<file path="config.mk">
export PLATFORM = sky130hd
export DESIGN_NAME = filter_out_decim
export DESIGN_NICKNAME = d
export VERILOG_FILES = /design/src/rtl/filter_out_decim.sv
export SDC_FILE = /design/constraint.sdc
export NUM_CORES = 1
export LEC_CHECK = 0
export CORE_UTILIZATION = 55
export CTS_BUF_LIST = sky130_fd_sc_hd__clkbuf_2
export CTS_CLUSTER_SIZE = 14
export DETAILED_ROUTE_END_ITERATION = 6
export PLACE_DENSITY = 0.78
export RECOVER_POWER = 25
export SLEW_MARGIN = 20
export SYNTH_ARGS = -nofsm -noshare
export SYNTH_HDL_FRONTEND = slang
export SYNTH_SLANG_ARGS = --single-unit
export TNS_END_PERCENT = 50
</file>
<file path="constraint.sdc">
create_clock -name Clk_i -period 8 [get_ports Clk_i]
set_input_delay 1.2 -clock Clk_i [delete_from_list [all_inputs] [get_ports Clk_i]]
set_output_delay 1.2 -clock Clk_i [all_outputs]
set_load 0.005 [all_outputs]
</file>
<file path="src/rtl/filter_out_decim.sv">
// Decimating output stage for the transposed FIR: keeps one strobe in DECIM, reduces it to OUT_W bits
// and buffers it in a show-ahead FIFO. Define FILTER_OUT_DECIM_ROUND_EN for convergent rounding with saturation.
module filter_out_decim #(
  parameter int IN_W       = 18,
  parameter int OUT_W      = 16,
  parameter int DECIM      = 4,
  parameter int FIFO_DEPTH = 8
) (
  input  logic                          Clk_i,
  input  logic                          Rst_i,
  input  logic [IN_W-1:0]               Data_i,
  input  logic                          DataNd_i,
  input  logic                          Sync_i,
  output logic [OUT_W-1:0]              Data_o,
  output logic                          DataValid_o,
  input  logic                          DataReady_i,
  output logic                          Overflow_o,
  output logic [$clog2(FIFO_DEPTH):0]   Level_o
);

  localparam int PW = (DECIM > 1) ? $clog2(DECIM) : 1;
  localparam int AW = $clog2(FIFO_DEPTH);
  localparam int LW = AW + 1;
  localparam int DW = IN_W - OUT_W;
  localparam logic [PW-1:0] PHASE_LAST = PW'(DECIM - 1);
  localparam logic [LW-1:0] DEPTH_L    = LW'(FIFO_DEPTH);

  logic [PW-1:0]    phase_r;
  logic [PW-1:0]    phase_next_s;
  logic             keep_s;
  logic [OUT_W-1:0] red_s;
  logic [OUT_W-1:0] red_r;
  logic             red_vld_r;

  logic [OUT_W-1:0] mem_r [FIFO_DEPTH];
  logic [AW-1:0]    wr_ptr_r;
  logic [AW-1:0]    rd_ptr_r;
  logic [AW-1:0]    rd_ptr_next_s;
  logic [LW-1:0]    level_r;
  logic [LW-1:0]    level_next_s;
  logic             pop_s;
  logic             full_s;
  logic             accept_s;
  logic             ovf_r;
  logic             valid_r;
  logic [OUT_W-1:0] data_r;
  logic [OUT_W-1:0] data_next_s;

  // Phase tracking: Sync_i with a strobe keeps that strobe and treats it as phase 0.
  always_comb begin
    keep_s       = DataNd_i && (Sync_i || (phase_r == PW'(0)));
    phase_next_s = phase_r;
    if (DataNd_i) begin
      if (Sync_i) begin
        phase_next_s = (DECIM == 1) ? PW'(0) : PW'(1);
      end else if (phase_r == PHASE_LAST) begin
        phase_next_s = PW'(0);
      end else begin
        phase_next_s = phase_r + PW'(1);
      end
    end else if (Sync_i) begin
      phase_next_s = PW'(0);
    end else begin
      phase_next_s = phase_r;
    end
  end

  generate
    if (DW == 0) begin : g_pass
      assign red_s = Data_i;
    end else begin : g_reduce
`ifdef FILTER_OUT_DECIM_ROUND_EN
      localparam logic [DW-1:0]    HALF    = DW'(1) << (DW - 1);
      localparam logic [OUT_W-1:0] MAX_POS = ~(OUT_W'(1) << (OUT_W - 1));
      logic [OUT_W-1:0] kept_s;
      logic [DW-1:0]    frac_s;
      logic             up_s;

      // Round half to even; only the largest positive value can overflow when rounded up.
      always_comb begin
        kept_s = Data_i[IN_W-1:DW];
        frac_s = Data_i[DW-1:0];
        up_s   = (frac_s > HALF) || ((frac_s == HALF) && kept_s[0]);
        if (up_s && (kept_s == MAX_POS)) begin
          red_s = MAX_POS;
        end else begin
          red_s = kept_s + OUT_W'(up_s);
        end
      end
`else
      logic unused_lsb_s;
      assign unused_lsb_s = ^Data_i[DW-1:0];
      assign red_s        = Data_i[IN_W-1:DW];
`endif
    end
  endgenerate

  // FIFO control; the head register tracks the entry that will be at the front after this edge.
  always_comb begin
    pop_s         = (level_r != LW'(0)) && DataReady_i;
    full_s        = (level_r == DEPTH_L);
    accept_s      = red_vld_r && (!full_s || pop_s);
    rd_ptr_next_s = pop_s ? (rd_ptr_r + AW'(1)) : rd_ptr_r;
    case ({accept_s, pop_s})
      2'b10:   level_next_s = level_r + LW'(1);
      2'b01:   level_next_s = level_r - LW'(1);
      default: level_next_s = level_r;
    endcase
    if (level_next_s == LW'(0)) begin
      data_next_s = data_r;
    end else if (level_r == LW'(pop_s)) begin
      data_next_s = red_r;
    end else begin
      data_next_s = mem_r[rd_ptr_next_s];
    end
  end

  always_ff @(posedge Clk_i or posedge Rst_i) begin
    if (Rst_i) begin
      phase_r   <= PW'(0);
      red_r     <= OUT_W'(0);
      red_vld_r <= 1'b0;
      wr_ptr_r  <= AW'(0);
      rd_ptr_r  <= AW'(0);
      level_r   <= LW'(0);
      ovf_r     <= 1'b0;
      valid_r   <= 1'b0;
      data_r    <= OUT_W'(0);
    end else begin
      phase_r   <= phase_next_s;
      red_vld_r <= keep_s;
      if (keep_s) begin
        red_r <= red_s;
      end
      if (accept_s) begin
        wr_ptr_r <= wr_ptr_r + AW'(1);
      end
      rd_ptr_r <= rd_ptr_next_s;
      level_r  <= level_next_s;
      if (red_vld_r && !accept_s) begin
        ovf_r <= 1'b1;
      end
      valid_r <= (level_next_s != LW'(0));
      data_r  <= data_next_s;
    end
  end

  // Storage needs no reset: occupancy and the head register define what is visible.
  always_ff @(posedge Clk_i) begin
    if (accept_s) begin
      mem_r[wr_ptr_r] <= red_r;
    end
  end

  assign Data_o      = data_r;
  assign DataValid_o = valid_r;
  assign Level_o     = level_r;
  assign Overflow_o  = ovf_r;

endmodule
</file>
# [Word level (Yosys, flattened, before mapping)]
# Memory sizes are Yosys's and may differ from the RTL's.
# Index checks and enable logic that the tools add are counted.
# W data, S select, Z words.
[word_totals] regBits=47 ramBits=128 input_bits=23 memories=1
[classes] muxes=9 reduce_logical=13 eq_ne=5 n_addsub=5
[memory_table] name="mem_r" words=8 word_bits=16 rd=1 rd_clocked_by_memory_dff=0 wr=1 line="35" source="logic [OUT_W-1:0] mem_r [FIFO_DEPTH];"
[ops] op="$mux W16" count=1
[ops] op="$mux W2" count=4
[ops] op="$pmux W4 S2" count=1
[ops] op="$reduce_bool A4 Y1" count=2
[ops] op="$add A3 B1 Y3 const B" count=2
[ops] op="$add A4 B1 Y4 const B" count=1
[ops] op="$eq A2 B2 Y1 const B" count=2
[ops] op="$eq A4 B1 Y1" count=1
[ops] op="$eq A4 B4 Y1 const B" count=1
[ops] op="$logic_and A1 B1 Y1" count=4
[ops] op="$logic_not A4 Y1" count=1
[ops] op="$sub A4 B1 Y4 const B" count=1
[ops] op="$mux W3" count=1
[ops] op="$add A2 B1 Y2 const B" count=1
[ops] op="$eq A2 B1 Y1 const B" count=1
[ops] op="$logic_not A1 Y1" count=2
[ops] op="$logic_not A2 Y1" count=1
[ops] op="$logic_or A1 B1 Y1" count=2
[ops] op="$mux W1" count=2
[ops] op="$reduce_bool A2 Y1" count=1

# [Depth between registers and ports, before layout]
# Gate-level depths: netlist of run 1.
[depth] word_depth=7 ltp_mapped=13 ltp_nobuf=10

# [Worst setup path before layout of run 1]
# Ideal clock, no wire load.
[synth_timing] kind="input-to-reg" startpoint="in DataReady_i" endpoint="reg data_r[0] (netlist: Data_o[0])" path_stages=12 setup_slack_ns=4.311 path_buffers=2 t_arrival_ns=3.565 path_cell_list="clkbuf_1 -> nor2b_1 -> nand2_1 -> inv_1 -> ha_1 -> a21o_1 -> a21oi_4 -> mux2i_1 -> a222oi_1 -> o22ai_2 -> buf_4 -> mux2_2"
[synth_via] elab_chain_len=6
[synth_lines] item="start: declaration" line="16" source="input logic DataReady_i,"
[synth_lines] item="$logic_and A1 B1 Y1 (*)" line="100" source="pop_s = (level_r != LW'(0)) && DataReady_i;"
[synth_lines] item="$logic_or A1 B1 Y1" line="102" source="accept_s = red_vld_r && (!full_s || pop_s);"
[synth_lines] item="$logic_and A1 B1 Y1" line="102"
[synth_lines] item="$eq A2 B1 Y1 / $eq A2 B2 Y1 (equally long branches)" line="104" source="case ({accept_s, pop_s})"
[synth_lines] item="$pmux W4 S2" line="104"
[synth_lines] item="$logic_not A4 Y1" line="109" source="if (level_next_s == LW'(0)) begin"
[synth_lines] item="end signal: assignment" line="144" source="data_r <= data_next_s;"
[synth_lines] item="end: declaration" line="46" source="logic [OUT_W-1:0] data_r;"
# Mark *: on every way between the ends. The rest lies on a longest branch, timed or not.
# A chain may end at the register's enable or synchronous reset.

# [Worst setup path after layout of run 1]
[layout_timing] startpoint="in DataReady_i" endpoint="reg data_r[14] (netlist: Data_o[14])"
# Same word-level chain as after synthesis.

==> flow_summary_export.csv, run 1 <==
group,metric,value,unit
outcome,outcome,"finished clean",
critical_path,cp.required,8.63,ns
floorplan,die_w,123,microns
synthesis,synth_top_cell_area_share,0.476,
synthesis,synth_compound_area_frac,0.0508,
critical_path,crit_type,"primary input to flop",
finish,final_layout_size_suffix_gt1_frac,0.274,
global_routing,use_met1,0.310,
finish,stdcell_area,8900,sq um
global_routing,grt_usage,0.238,
power,ir_worst_vdd,0.243,mV
finish,area_delta_synth_final,10.2,%
global_routing,grt-ovfl-total,0,
synthesis,ys_warn_count,0,
min_path,min_path_cells,1,
floorplan,die_h,123,microns
clock_network,numCtsBuffers,17,
clock_network,clk_pin_slew,0.21,ns
clock_network,cts_root_buf,"clkbuf_2",
sta,post-route-period-util,0.488,
synthesis,muxShareOfSynthArea,0.228,
global_routing,grt_pass1_vias,4558,
min_path,hold_path_class,"flop to flop",
sta,grt_setup_unrepaired,"false",
place,place_congestion,0.702,
synthesis,synth_edf_count,128,
clock_network,tritoncts,"done",
flow_run,maxCapViolCount,0,
route,dr.pass1.iters,7,
synthesis,yosys-top-cells-count,"edfxtp_1, nand2_1, mux4_2",
global_routing,grt_max_degree,67,
synthesis,synth_most_common_cell,"edfxtp_1",
finish,utilization,0.631,
floorplan,num_io_pins,45,
global_routing,antenna_found_initial,0,
place,dp_hpwl,9660,microns
critical_path,r2r_slack,4.25,ns
clock_network,hold_buffers,0,
synthesis,synth_fa_ha_area_frac,0.0102,
floorplan,initial_core_util,0.573,
synthesis,ys.flop_type,"edfxtp_1",
clock_network,ctsHtreeMaxLevel,4,
synthesis,syn_area,8070,sq um
sta,fin_setup_tns,0,ns
synthesis,synth-xor-area-share,0.00976,
min_path,min_to,"Overflow_o",
floorplan,fp.dieArea,15200,sq um
floorplan,core_area,14100,sq um
synthesis,synthArstFlopShare,0.269,
synthesis,synth_top_family_by_area,"multiplexers",
critical_path,cp-end-kind,"flop",
synthesis,ys_types,40,
global_routing,grt-busiest-layer,"met2",
synthesis,syn_area_per_cell,16.2,sq um
route,drc,0,
global_routing,grt_pass1_wl,25600,microns
sta,fin_crit,3.90,ns
synthesis,yosysTopAreaCell,"edfxtp_1",
synthesis,syn_inst,498,
critical_path,start_kind,"primary input",
route,wl_per_cell,22.7,microns
synthesis,synth_seq_cells,175,
route,routed_via_density,6.35,
place,place_area,8650,sq um
sta,setup_viol,0,
synthesis,synth.area.top_cells,"edfxtp_1, mux4_2, dfrtp_1",
synthesis,synth_nets,527,
synthesis,synth_simple_gate_area_frac,0.0541,
min_path,min_from,"Overflow_o",
power,p_total,3.26,mW
floorplan,fp-row-count,43,
critical_path,rr_worst_depth,11,
critical_path,cp.arrival,4.54,ns
sta,clock.fmax,0.256,GHz
critical_path,cp_max_fo,10,
clock_network,cts.path.max_buffers,2,
sta,fin_worst_skew,0.0421,ns
route,ant_nets,0,
global_routing,grt.met2_usage,0.400,
power,p_per_area,366,nW/um^2
critical_path,r2r-start,"Level_o[0]",
route,drt_iter0_markers,355,
route,num_vias,4624,
sta,worst_pin_slew,1.07,ns
finish,final_nets,564,
clock_network,cts.sinks,175,
clock_network,clock_latency,0.75,ns
clock_network,cts_setup_buffers,0,
clock_network,postCtsResizedCells,0,
sta,drv_slew,0,
sta,hold_viol,0,
critical_path,timing.rr.end,"Data_o[14]",
power,cellLeakagePower,3.15,nW
synthesis,ys_seq_area_frac,0.622,
sta,relSlewSlack,0.283,
global_routing,use_met3,0.0512,
finish,diodes,0,
place,port_buffers,42,
route,wirelength,16500,microns
-- stage by stage --
step	hold slack (ns)	cells	setup slack, ns
floorplan	0.464	498	4.31
global placement	0.457	696	3.45
detailed placement	0.463	696	3.34
CTS	0.507	728	4.17
global route	0.537	728	4.01
finish	0.503	728	4.10
-- critical path: stages --
cell and delay, ns:
clkdlybuf4s50_1 0.63, nor2b_1 0.27, nand2_1 0.12, inv_1 0.11, ha_1 0.23, a21o_1 0.21, a21oi_4 0.24, mux2i_1 0.22
a222oi_1 0.11, o22ai_2 0.45, buf_4 0.36, mux2_2 0.36
-- placed cells by master, fill, tap and decap left out, types with 2 or more instances in the layout --
cell,Yosys,layout
a211o_1,16,16
a21oi_1,34,34
buf_4,3,9
bufinv_16,0,2
clkbuf_2,0,18
clkdlybuf4s50_1,0,42
clkinv_1,0,2
clkinv_2,0,3
clkinv_4,0,3
clkinvlp_4,0,3
dfrtp_1,47,45
dfrtp_2,0,2
edfxtp_1,128,128
ha_1,5,4
inv_1,8,7
inv_6,0,2
mux2_2,33,33
mux2i_1,3,3
mux4_2,64,64
nand2_1,77,77
nand2b_1,5,5
nor2_1,8,7
nor2b_1,4,4
nor3_1,4,2
nor3_4,0,2
o21ai_0,2,2
xnor2_1,6,6
xor2_1,3,3
-- flip-flops by register name, indices dropped and copies added, names as in the netlist --
| name | cells |
|---|---|
| mem_r | 128 |
| Data_o | 16 |
| red_r | 16 |
| Level_o | 4 |
| rd_ptr_r | 3 |
| wr_ptr_r | 3 |
| phase_r | 2 |
| DataValid_o | 1 |
| Overflow_o | 1 |
| red_vld_r | 1 |
-- how the worst max path moves through the flow --
stage                 from         end  slack, ns  depth (start not counted)
6_report       DataReady_i  Data_o[14]       4.10                         12
5_1_grt        DataReady_i   Data_o[2]       4.01                         12
4_1_cts        DataReady_i  Data_o[14]       4.17                         12
3_5_place_dp   DataReady_i  Data_o[14]       3.34                         12
3_3_place_gp   DataReady_i   Data_o[3]       3.45                         12
2_1_floorplan  DataReady_i   Data_o[0]       4.31                         12
-- area by class of cell --
type	instances	area, sq um
inverter	9	35.0
fill	1023	5200
multi-input combinational	281	2900
timing repair buffer	51	488
tap	180	225
sequential	175	5020
clock buffer	18	90.1
clock inverter	14	144
-- routing by layer --
| metal | wire (microns) | share of wire |
|---|---|---|
| met3 | 969 | 0.059 |
| met1 | 6590 | 0.40 |
| met5 | 0 | 0 |
| met4 | 250 | 0.015 |
| met2 | 8690 | 0.53 |
-- cells by family (layout without fill, tap and decap cells) --
kind of cell / count (synthesis) / in the layout
AND/OR/NAND/NOR: 104 / 104
buffers and inverters: 42 / 92
adder cells (fa/ha/maj): 6 / 6
flip-flops: 175 / 175
XOR/XNOR: 9 / 9
AO/OA/AOI/OAI: 62 / 62
multiplexers: 100 / 100
-- power breakdown --
group | switching (mW) | total, mW | leakage [nW] | internal, mW
Sequential | 0.135 | 1.32 | 1.72 | 1.18
Clock | 0.303 | 0.447 | 0.136 | 0.144
Combinational | 0.712 | 1.49 | 1.30 | 0.780
Total | 1.15 | 3.26 | 3.15 | 2.11
Power figures use the tool's default switching activity.
==> inputs of run 2 (changes only) <==
==> constraint.sdc (replaced) <==
create_clock -name Clk_i -period 3.6 [get_ports Clk_i]
set_input_delay 0.54 -clock Clk_i [delete_from_list [all_inputs] [get_ports Clk_i]]
set_output_delay 0.54 -clock Clk_i [all_outputs]
set_load 0.005 [all_outputs]
==> flow_summary_export.csv, run 2 (synthesis results as in run 1) <==
group,metric,value,unit
outcome,outcome,"finished clean",
power,cellLeakagePower,3.22,nW
place,dp_slack,0.172,ns
route,num_vias,4620,
route,wl_per_cell,21.8,microns
clock_network,cts_setup_buffers,0,
sta,setup_viol,0,
finish,diodes,0,
critical_path,cp-end-kind,"flop",
place,place_area,8780,sq um
sta,clock.fmax,0.298,GHz
critical_path,rr_worst_depth,11,
sta,fin_setup_tns,0,ns
sta,relSlewSlack,0.314,
route,drt_iter0_markers,377,
critical_path,cp.required,4.22,ns
critical_path,r2r-start,"Level_o[0]",
finish,utilization,0.636,
global_routing,antenna_found_initial,0,
place,dp_hpwl,10000,microns
sta,hold_viol,0,
critical_path,cp.arrival,3.97,ns
clock_network,cts.sinks,175,
global_routing,grt_max_degree,66,
sta,worst_hold_slack,0.271,ns
critical_path,critPathTopFamily,"simple AND/OR/NAND/NOR gates",
clock_network,cts.path.max_buffers,2,
clock_network,postCtsResizedCells,0,
route,ant_nets,0,
sta,fin_ws,0.250,ns
clock_network,clock_latency,0.73,ns
finish,area_delta_synth_final,11.0,%
clock_network,numCtsBuffers,17,
flow_run,maxCapViolCount,0,
place,dp.cells,710,
finish,regMostFlops,"mem_r",
sta,drv_slew,0,
finish,layout_commonest_cell,"edfxtp_1",
sta,post-route-period-util,0.931,
floorplan,die_w,123,microns
clock_network,clk_pin_slew,0.23,ns
power,ir_worst_vdd,0.477,mV
critical_path,path_cells,"or4_1 > nand2_1 > inv_1 > ha_1 > a21o_1 > a21oi_4 > mux2i_1 > a222oi_1 > o22ai_2 > buf_4 > mux2_2",
power,p_total,7.16,mW
finish,multi_input_area,2870,sq um
power,p_per_area,798,nW/um^2
sta,grt_setup_unrepaired,"false",
critical_path,worst_path_largest_cell_delay,0.63,ns
global_routing,grt_usage,0.236,
place,port_buffers,42,
critical_path,crit_type,"flop to flop",
route,drc,0,
critical_path,start_kind,"flop",
route,wirelength,16200,microns
route,routed_via_density,6.23,
floorplan,fp.dieArea,15200,sq um
route,dr.pass1.iters,5,
finish,n_fill_cell,1027,
finish,stdcell_area,8960,sq um
sta,fin_worst_skew,0.0410,ns
sta,fin_crit,3.35,ns
finish,mostFrequentLayoutCells,"edfxtp_1, nand2_1, mux4_2",
finish,regArea,5020,sq um
global_routing,grt-ovfl-total,0,
clock_network,hold_buffers,0,
floorplan,num_io_pins,45,
clock_network,cts_root_buf,"clkbuf_2",
critical_path,r2r_slack,0.25,ns
critical_path,cp_num_buf_inv,2,
place,place_congestion,0.757,
clock_network,tritoncts,"done",
finish,final_layout_size_suffix_gt1_frac,0.283,
global_routing,grt_pass1_vias,4662,
finish,largest_register_ffs,128,
min_path,hold_path_class,"primary input to asynchronous set/reset pin",
finish,final_nets,578,
floorplan,fp-row-count,43,
critical_path,cp_max_fo,17,
global_routing,grt_pass1_wl,25300,microns
floorplan,die_h,123,microns
finish,final_cells,742,
floorplan,core_area,14100,sq um
critical_path,crit_path_top_delay_cell,"or4_1",
sta,worst_pin_slew,1.03,ns
clock_network,ctsHtreeMaxLevel,4,
critical_path,timing.rr.end,"Data_o[2]",
floorplan,initial_core_util,0.573,
run 2: changes by cell type in the layout (fill, tap and decap cells not counted), moves of 2 or more:
cell      before  now
nor3_2         0    2
nor3_4         2    0
clkbuf_2      18   23
clkinv_2       3    0
clkinv_4       3    1
buf_12         0    3
clkinv_1       2    5
inv_6          2    0
buf_4          9   20
run 2: worst max path at each step:
stage,startpoint,to,slack (ns),depth (start not counted)
5_1_grt,Level_o[0],Data_o[2],0.10,11
3_3_place_gp,DataReady_i,Data_o[5],0.27,12
4_1_cts,Level_o[0],Data_o[9],0.25,11
6_report,Level_o[0],Data_o[2],0.25,11
2_1_floorplan,Level_o[0],Data_o[0],0.46,12
3_5_place_dp,DataReady_i,Data_o[6],0.17,12
run 2: final cells by class:
| type | instances | share of cell area |
|---|---|---|
| flip-flops and latches | 175 | 0.560 |
| multi-input cells | 281 | 0.320 |
| repair buffers | 65 | 0.0703 |
| well taps | 180 | 0.0251 |
| clock buffers | 23 | 0.0128 |
| clock inverters | 9 | 0.00809 |
| inverters | 9 | 0.00377 |
run 2: power by group:
part,total [mW],leakage [nW],internal (mW),switching (mW)
logic,3.39,1.38,1.80,1.59
registers,2.91,1.72,2.62,0.291
clock network,0.858,0.122,0.255,0.603
run 2: metal layers:
metal / GRT usage / vias up / part of all wire
met5: 0 / - / 0
met4: 0.0866 / 0 / 0.018
met3: 0.0577 / 28 / 0.066
met2: 0.377 / 174 / 0.51
met1: 0.316 / 2369 / 0.41
li1: - / 2049 / -
